<file path="src/rtl/src_pkg.sv">
// rtl/src_pkg.sv - shared constants and FSM encoding for the SRC phase scheduler
// Purpose: default rate-conversion constants (L up, M down, stream count) and
//          the scheduler state encoding, imported by every file of the block.
// Ports:   none (package).
package src_pkg;

  localparam int L_DEF              = 160;  // interpolation factor / phase count
  localparam int L_LOG_DEF          = 8;    // phase index width, 2^L_LOG >= L
  localparam int M_DEF              = 147;  // decimation factor, M < L
  localparam int M_LOG_DEF          = 8;    // width of the M constant
  localparam int NR_STREAMS_DEF     = 16;   // interleaved streams per frame
  localparam int NR_STREAMS_LOG_DEF = 4;    // stream index width

  typedef enum logic {
    ST_IDLE  = 1'b0,
    ST_ISSUE = 1'b1
  } state_e;

endpackage

</file>
<file path="src/rtl/src_phase_scheduler_if.sv">
// rtl/src_phase_scheduler_if.sv - command handshake between scheduler and input buffer
// Purpose: bundles the per-stream command bus (valid/ready plus payload).
// Ports:   master drives cmd_valid/cmd_shift/cmd_phase/cmd_stream/cmd_last and
//          samples cmd_ready; slave is the mirror image.
interface src_phase_scheduler_if #(
  parameter int L_LOG          = src_pkg::L_LOG_DEF,
  parameter int NR_STREAMS_LOG = src_pkg::NR_STREAMS_LOG_DEF
) ();

  logic                      cmd_valid;
  logic                      cmd_ready;
  logic                      cmd_shift;
  logic [L_LOG-1:0]          cmd_phase;
  logic [NR_STREAMS_LOG-1:0] cmd_stream;
  logic                      cmd_last;

  modport master (
    output cmd_valid, cmd_shift, cmd_phase, cmd_stream, cmd_last,
    input  cmd_ready
  );

  modport slave (
    input  cmd_valid, cmd_shift, cmd_phase, cmd_stream, cmd_last,
    output cmd_ready
  );

endinterface

</file>
<file path="src/rtl/src_phase_acc.sv">
// rtl/src_phase_acc.sv - polyphase phase accumulator and frame counter
// Purpose: holds the current coefficient phase (acc) and the frame index within
//          one L-frame period; steps both once per advance strobe.
// Ports:   clk, rst (sync, active-high); i_advance steps one frame;
//          o_phase = acc; o_frame_shift = this frame shifts a new sample in;
//          o_wrap = current frame is the last of the period (L-1).
module src_phase_acc
  import src_pkg::*;
#(
  parameter int L     = L_DEF,
  parameter int L_LOG = L_LOG_DEF,
  parameter int M     = M_DEF,
  parameter int M_LOG = M_LOG_DEF
) (
  input  logic             clk,
  input  logic             rst,
  input  logic             i_advance,
  output logic [L_LOG-1:0] o_phase,
  output logic             o_frame_shift,
  output logic             o_wrap
);

  localparam logic [M_LOG-1:0] M_C = M_LOG'(M);

  logic [L_LOG-1:0] r_acc;
  logic [L_LOG-1:0] r_frame_idx;
  logic [L_LOG:0]   w_sum;
  logic [L_LOG:0]   w_next_full;

  // One extra bit so acc + M cannot overflow before the compare against L.
  assign w_sum         = {1'b0, r_acc} + (L_LOG+1)'(M_C);
  assign o_frame_shift = (w_sum >= (L_LOG+1)'(L));
  assign w_next_full   = o_frame_shift ? (w_sum - (L_LOG+1)'(L)) : w_sum;
  assign o_phase       = r_acc;
  assign o_wrap        = (r_frame_idx == L_LOG'(L - 1));

  always_ff @(posedge clk) begin
    if (rst) begin
      r_acc       <= '0;
      r_frame_idx <= '0;
    end else if (i_advance) begin
      r_acc       <= w_next_full[L_LOG-1:0];
      r_frame_idx <= o_wrap ? '0 : r_frame_idx + 1'b1;
    end
  end

endmodule

</file>
<file path="src/rtl/src_phase_scheduler.sv">
// rtl/src_phase_scheduler.sv - per-frame stream walker issuing shift/phase commands
// Purpose: for every output frame issues one command per stream (shift flag and
//          coefficient phase), then advances the phase accumulator.
// Ports:   clk, rst (sync, active-high); en run enable, honoured at frame
//          boundaries; cmd (master) command handshake to the input buffer;
//          frame_done pulses after a frame's last command is accepted;
//          period_wrap pulses with frame_done when the frame index wraps to 0.
module src_phase_scheduler
  import src_pkg::*;
#(
  parameter int L              = L_DEF,
  parameter int L_LOG          = L_LOG_DEF,
  parameter int M              = M_DEF,
  parameter int M_LOG          = M_LOG_DEF,
  parameter int NR_STREAMS     = NR_STREAMS_DEF,
  parameter int NR_STREAMS_LOG = NR_STREAMS_LOG_DEF
) (
  input  logic                  clk,
  input  logic                  rst,
  input  logic                  en,
  src_phase_scheduler_if.master cmd,
  output logic                  frame_done,
  output logic                  period_wrap
);

  state_e                    r_state;
  state_e                    w_next_state;
  logic [NR_STREAMS_LOG-1:0] r_stream;
  logic                      r_frame_done;
  logic                      r_period_wrap;

  logic                      w_is_last;
  logic                      w_hs;
  logic                      w_last_hs;
  logic [L_LOG-1:0]          w_phase;
  logic                      w_frame_shift;
  logic                      w_wrap;

  assign w_is_last = (r_stream == NR_STREAMS_LOG'(NR_STREAMS - 1));
  // cmd_ready outside ISSUE is ignored: no command is on offer there.
  assign w_hs      = (r_state == ST_ISSUE) && cmd.cmd_ready;
  assign w_last_hs = w_hs && w_is_last;

  src_phase_acc #(
    .L     (L),
    .L_LOG (L_LOG),
    .M     (M),
    .M_LOG (M_LOG)
  ) u_phase_acc (
    .clk           (clk),
    .rst           (rst),
    .i_advance     (w_last_hs),
    .o_phase       (w_phase),
    .o_frame_shift (w_frame_shift),
    .o_wrap        (w_wrap)
  );

  always_ff @(posedge clk) begin
    if (rst) begin
      r_state       <= ST_IDLE;
      r_stream      <= '0;
      r_frame_done  <= 1'b0;
      r_period_wrap <= 1'b0;
    end else begin
      r_state       <= w_next_state;
      r_frame_done  <= w_last_hs;
      r_period_wrap <= w_last_hs && w_wrap;
      if (w_hs) begin
        r_stream <= w_is_last ? '0 : r_stream + 1'b1;
      end
    end
  end

  always_comb begin
    w_next_state   = r_state;
    cmd.cmd_valid  = 1'b0;
    cmd.cmd_shift  = 1'b0;
    cmd.cmd_phase  = '0;
    cmd.cmd_stream = '0;
    cmd.cmd_last   = 1'b0;
    case (r_state)
      ST_IDLE: begin
        if (en) begin
          w_next_state = ST_ISSUE;
        end
      end
      ST_ISSUE: begin
        cmd.cmd_valid  = 1'b1;
        cmd.cmd_shift  = w_frame_shift;
        cmd.cmd_phase  = w_phase;
        cmd.cmd_stream = r_stream;
        cmd.cmd_last   = w_is_last;
        // en only matters once the frame's last command is taken; staying in
        // ISSUE gives back-to-back frames with no bubble.
        if (w_last_hs && !en) begin
          w_next_state = ST_IDLE;
        end
      end
      default: w_next_state = ST_IDLE;
    endcase
  end

  assign frame_done  = r_frame_done;
  assign period_wrap = r_period_wrap;

endmodule

</file>
<file path="src/flat_wrapper.sv">
// flat-port wrapper written by rule: the top's interface ports become plain ports
module src_phase_scheduler_flat import src_pkg::*;
#(
  parameter int L              = L_DEF,
  parameter int L_LOG          = L_LOG_DEF,
  parameter int M              = M_DEF,
  parameter int M_LOG          = M_LOG_DEF,
  parameter int NR_STREAMS     = NR_STREAMS_DEF,
  parameter int NR_STREAMS_LOG = NR_STREAMS_LOG_DEF
)
  (clk, rst, en, frame_done, period_wrap, cmd_cmd_valid, cmd_cmd_shift, cmd_cmd_phase, cmd_cmd_stream, cmd_cmd_last, cmd_cmd_ready);
  src_phase_scheduler_if #(.L_LOG(L_LOG), .NR_STREAMS_LOG(NR_STREAMS_LOG)) cmd_i ();
  input  logic clk;
  input  logic rst;
  input  logic en;
  output logic frame_done;
  output logic period_wrap;
  output wire logic [$bits(cmd_i.cmd_valid)-1:0] cmd_cmd_valid;
  output wire logic [$bits(cmd_i.cmd_shift)-1:0] cmd_cmd_shift;
  output wire logic [$bits(cmd_i.cmd_phase)-1:0] cmd_cmd_phase;
  output wire logic [$bits(cmd_i.cmd_stream)-1:0] cmd_cmd_stream;
  output wire logic [$bits(cmd_i.cmd_last)-1:0] cmd_cmd_last;
  input wire logic [$bits(cmd_i.cmd_ready)-1:0] cmd_cmd_ready;
  assign cmd_cmd_valid = cmd_i.cmd_valid;
  assign cmd_cmd_shift = cmd_i.cmd_shift;
  assign cmd_cmd_phase = cmd_i.cmd_phase;
  assign cmd_cmd_stream = cmd_i.cmd_stream;
  assign cmd_cmd_last = cmd_i.cmd_last;
  assign cmd_i.cmd_ready = cmd_cmd_ready;
  src_phase_scheduler #(.L(L), .L_LOG(L_LOG), .M(M), .M_LOG(M_LOG), .NR_STREAMS(NR_STREAMS), .NR_STREAMS_LOG(NR_STREAMS_LOG)) u_core (.clk(clk), .rst(rst), .en(en), .cmd(cmd_i), .frame_done(frame_done), .period_wrap(period_wrap));
endmodule
</file>
<file path="config.mk">
export PLATFORM = sky130hd
export DESIGN_NAME = src_phase_scheduler_flat
export DESIGN_NICKNAME = d
export VERILOG_FILES = /design/src/rtl/src_pkg.sv /design/src/rtl/src_phase_scheduler_if.sv /design/src/rtl/src_phase_acc.sv /design/src/rtl/src_phase_scheduler.sv /design/src/flat_wrapper.sv
export SDC_FILE = /design/constraint.sdc
export NUM_CORES = 1
export LEC_CHECK = 0
export BUFFER_PORTS_ARGS = -buffer_cell sky130_fd_sc_hd__clkbuf_2
export CAP_MARGIN = 10
export CORE_MARGIN = 2
export CORE_UTILIZATION = 30
export CTS_CLUSTER_DIAMETER = 50
export DETAILED_ROUTE_END_ITERATION = 8
export GPL_TIMING_DRIVEN = 0
export PLACE_DENSITY_LB_ADDON = 0.3
export SYNTH_ARGS = -nofsm -noshare
export SYNTH_HDL_FRONTEND = slang
export SYNTH_HIERARCHICAL = 1
export SYNTH_SLANG_ARGS = --single-unit
</file>
<file path="constraint.sdc">
create_clock -name clk -period 3.2 [get_ports clk]
set_input_delay 0.64 -clock clk [delete_from_list [all_inputs] [get_ports clk]]
set_output_delay 0.64 -clock clk [all_outputs]
set_load 0.02 [all_outputs]
</file>
==> flow_summary.yaml <==
outcome:
  status: "complete, no violations"
logic_synthesis:
  syn_nets: 176
  synth_area_um2: 1350
  synth_top_family_by_area: "simple AND/OR/NAND/NOR gates"
  ys_ff_latch: 23
  synth_compound_gate_area_share_pct: 15.7
  synth_mux_area_share_pct: 0.740
  synth_xor_area_share_pct: 8.33
  ys_seq_area_share_pct: 34.0
  synth_warnings: 6
  synth.avg_cell_area_um2: 8.10
  syn_inst: 167
  yosys.area_share.simple_pct: 31.6
  synth_cell_type_count: 40
  synthAdderAreaFrac_pct: 4.63
die:
  dieArea_um2: 5060
  start_util_pct: 31.1
  dieWidth_um: 71.1
  fp.dieH_um: 71.1
  rows: 24
  core_region_area_um2: 4350
  ios: 21
detailed_routing:
  num_vias: 1192
  wl_per_cell_um: 11.8
  drt-vias-per-instance: 4.89
  drt-pass1-iter-count: 4
  wirelength_um: 2890
  drt-initial-drc-count: 49
  drc: 0
  ant_nets: 0
sta:
  fmax_mhz: 330
  hold_viol_final: 0
  timing_max_transition_violations_final: 0
  setup_viol: 0
  fin_setup_tns_ns: 0
  rsz0062_at_grt: "false"
  fin_crit_sh_pct: 94.6
  skew_ns: 0.0112
  min_period_ns: 3.03
  max_slew_margin_pct: 65.3
  worst_pin_slew_ns: 0.521
placed_design:
  globalplace.congestion: 0.748
  dp_hpwl_um: 2010
  portBuffers: 20
global_route:
  grt_first_pass_wirelength_um: 4880
  overflow: 0
  grt_max_degree: 13
  grt_pass1_vias: 1113
  antenna_found_initial: 0
  grt_usage_pct: 11.7
power:
  leakagePower_nw: 0.636
  p_total_w: 0.000491
  peakVddDrop_mv: 0.205
  pwr_density_cell_nw_per_um2: 311
cts:
  htree_levels: 1
  clkSinkCount: 23
  cts_tree: "done"
  cts_buffers: 3
  cts_hold_buf: 0
  clk_latency_ns: 0.26
  root_buffer: "clkbuf_8"
  clkTransAtPathRegs_ns: 0.09
  clockBufferDepth: 2
run:
  maxCapViolCount: 0
worst_setup_path:
  r2r_end: "u_core/u_phase_acc/o_phase[7]$_SDFFE_PP0P_"
  end_kind: "primary output"
  reg2reg_depth: 12
  critPathArrivalTime_ns: 2.39
  path_class: "register to primary output"
  r2r-start: "u_core/u_phase_acc/o_phase[1]$_SDFFE_PP0P_"
  worstPathRequired_ns: 2.56
  worstSetupStartpointType: "register"
  rrSetupSlack_ns: 0.93
  crit_fanout: 6
cells_and_area:
  regArea_um2: 463
  syn_to_final_growth_pct: 16.7
  drive_gt1_share_pct: 19.8
  multi_input_area_um2: 831
  diodes: 0
  fin_nets: 202
  nFillCells: 454
worst_hold_path:
  hold_class: "register to register"
  whs_path_depth: 2
  holdPathEnd: "u_core/u_phase_acc/r_frame_idx[6]$_SDFFE_PP0P_"
  hp-start: "u_core/u_phase_acc/r_frame_idx[6]$_SDFFE_PP0P_"
worst max-delay path, cell delays in order, from the launching register on:
cell and delay [ns]:
dfxtp_2 0.35, inv_1 0.08, ha_2 0.21, and3b_2 0.24
o21ai_1 0.15, xor2_1 0.17, ha_2 0.24, o2111ai_1 0.11
o211ai_1 0.18, nor2_1 0.08, and2_1 0.16, clkbuf_2 0.15
worst max-delay path by stage:
stage | startpoint | end | cells after the start
floorplan | u_core/u_phase_acc/o_phase[0]$_SDFFE_PP0P_ | cmd_cmd_shift | 10
global placement | u_core/u_phase_acc/o_phase[0]$_SDFFE_PP0P_ | cmd_cmd_shift | 11
detailed placement | u_core/u_phase_acc/o_phase[0]$_SDFFE_PP0P_ | cmd_cmd_shift | 11
CTS | u_core/u_phase_acc/o_phase[1]$_SDFFE_PP0P_ | cmd_cmd_shift | 11
global route | u_core/u_phase_acc/o_phase[1]$_SDFFE_PP0P_ | cmd_cmd_shift | 11
finish | u_core/u_phase_acc/o_phase[1]$_SDFFE_PP0P_ | cmd_cmd_shift | 11
synthesized netlist by cell type:
| master | number | share of area, % |
|---|---|---|
| buf_6 | 2 | 1.7 |
| nand2b_1 | 2 | 0.92 |
| o211a_4 | 1 | 1.3 |
| and2_1 | 13 | 6.0 |
| o2111a_2 | 1 | 0.92 |
| a211o_1 | 1 | 0.65 |
| and3b_2 | 1 | 0.74 |
| o21ai_1 | 1 | 0.37 |
| nand4bb_1 | 1 | 0.83 |
| o211ai_1 | 3 | 1.7 |
| nor2_4 | 1 | 0.83 |
| xor2_1 | 7 | 4.5 |
| and2b_1 | 1 | 0.56 |
| nor3_1 | 1 | 0.37 |
| clkbuf_1 | 2 | 0.56 |
| a21oi_1 | 10 | 3.7 |
| nand4b_1 | 1 | 0.65 |
| inv_1 | 7 | 1.9 |
| nand4_1 | 4 | 1.8 |
| o22ai_1 | 1 | 0.46 |
| or3_1 | 6 | 2.8 |
| mux2i_1 | 1 | 0.74 |
| nand2_1 | 12 | 3.3 |
| nor2_1 | 20 | 5.6 |
| ha_1 | 5 | 4.6 |
| o21bai_1 | 1 | 0.56 |
| o21ai_0 | 10 | 3.7 |
| o2111ai_1 | 1 | 0.65 |
| xor2_2 | 1 | 1.2 |
| o31a_1 | 1 | 0.65 |
| o21a_1 | 1 | 0.56 |
| nand3_1 | 11 | 4.1 |
| a211oi_1 | 1 | 0.56 |
| xnor2_1 | 4 | 2.6 |
| and3_1 | 3 | 1.4 |
| nor3b_1 | 1 | 0.56 |
| dfxtp_1 | 23 | 34 |
| nand3_2 | 1 | 0.74 |
| nor2b_1 | 1 | 0.46 |
| buf_2 | 2 | 0.74 |
per-layer routing:
| layer | track usage (%) | share of wire [%] | up-vias |
|---|---|---|---|
| li1 | - | - | 633 |
| met1 | 16.0 | 51 | 545 |
| met2 | 19.3 | 46 | 12 |
| met3 | 2.56 | 1.8 | 2 |
| met4 | 1.89 | 0.80 | 0 |
| met5 | 0 | 0 | - |
cell usage in the layout (no fill, tap or decap), types with 2 or more instances in the layout:
cell,Yosys,routed
a21oi_1,10,10
and2_1,13,13
and3_1,3,3
buf_2,2,2
buf_6,2,2
clkbuf_1,2,3
clkbuf_2,0,20
clkbuf_8,0,3
dfxtp_1,23,21
dfxtp_2,0,2
ha_1,5,3
ha_2,0,2
inv_1,7,7
nand2_1,12,12
nand2b_1,2,2
nand3_1,11,11
nand4_1,4,4
nor2_1,20,20
o211ai_1,3,3
o21ai_0,10,9
o21ai_1,1,2
or3_1,6,6
xnor2_1,4,4
xor2_1,7,7
sequential cells by signal (all words and copies together), names as in the netlist:
name,flops
u_core/r_stream,4
u_core/frame_done,1
u_core/r_state,1
u_core/u_phase_acc/o_phase,8
u_core/u_phase_acc/r_frame_idx,8
u_core/period_wrap,1
cell families (layout without fill, tap and decap cells):
logic type               after synthesis  count (layout)
AO/OA/AOI/OAI                         33              33
XOR/XNOR                              12              12
adder cells (fa/ha/maj)                5               5
buffers and inverters                 13              38
flip-flops                            23              23
multiplexers                           1               1
AND/OR/NAND/NOR                       80              80
power breakdown:
group	internal, W	leakage, nW	switching (W)
clock	0.0000887	0.0228	0.0000898
combinational	0.00000684	0.426	0.0000153
sequential	0.000288	0.187	0.00000208
total	0.000383	0.636	0.000107
stage by stage:
step | util (%) | std cells | hold WS, ns | setup WS [ns] | cell area (µm²)
2_1_floorplan | - | 167 | 0.467 | 0.568 | 1350
3_3_place_gp | 34.9 | 239 | 0.492 | 0.265 | 1520
3_5_place_dp | 34.9 | 239 | 0.498 | 0.264 | 1520
4_1_cts | 36.1 | 244 | 0.510 | 0.0591 | 1570
5_1_grt | 36.2 | 244 | 0.542 | 0.0227 | 1580
6_report | 36.2 | 244 | 0.506 | 0.172 | 1580
cell type report:
cell class                      instances  area share [%]
Buffer                                  6            2.54
Clock buffer                            4            2.85
Inverter                                7            1.67
Multi-Input combinational cell        131            52.7
Sequential cell                        23            29.3
Tap cell                               52            4.12
Timing Repair Buffer                   21            6.82
repair_timing:
item,in CTS,in global routing
hold endpoints to repair,0,0
setup endpoints to repair,1,1
setup buffers,1,0
pin swaps,1,0
resized for setup,1,4
Power figures use the tool's default switching activity.
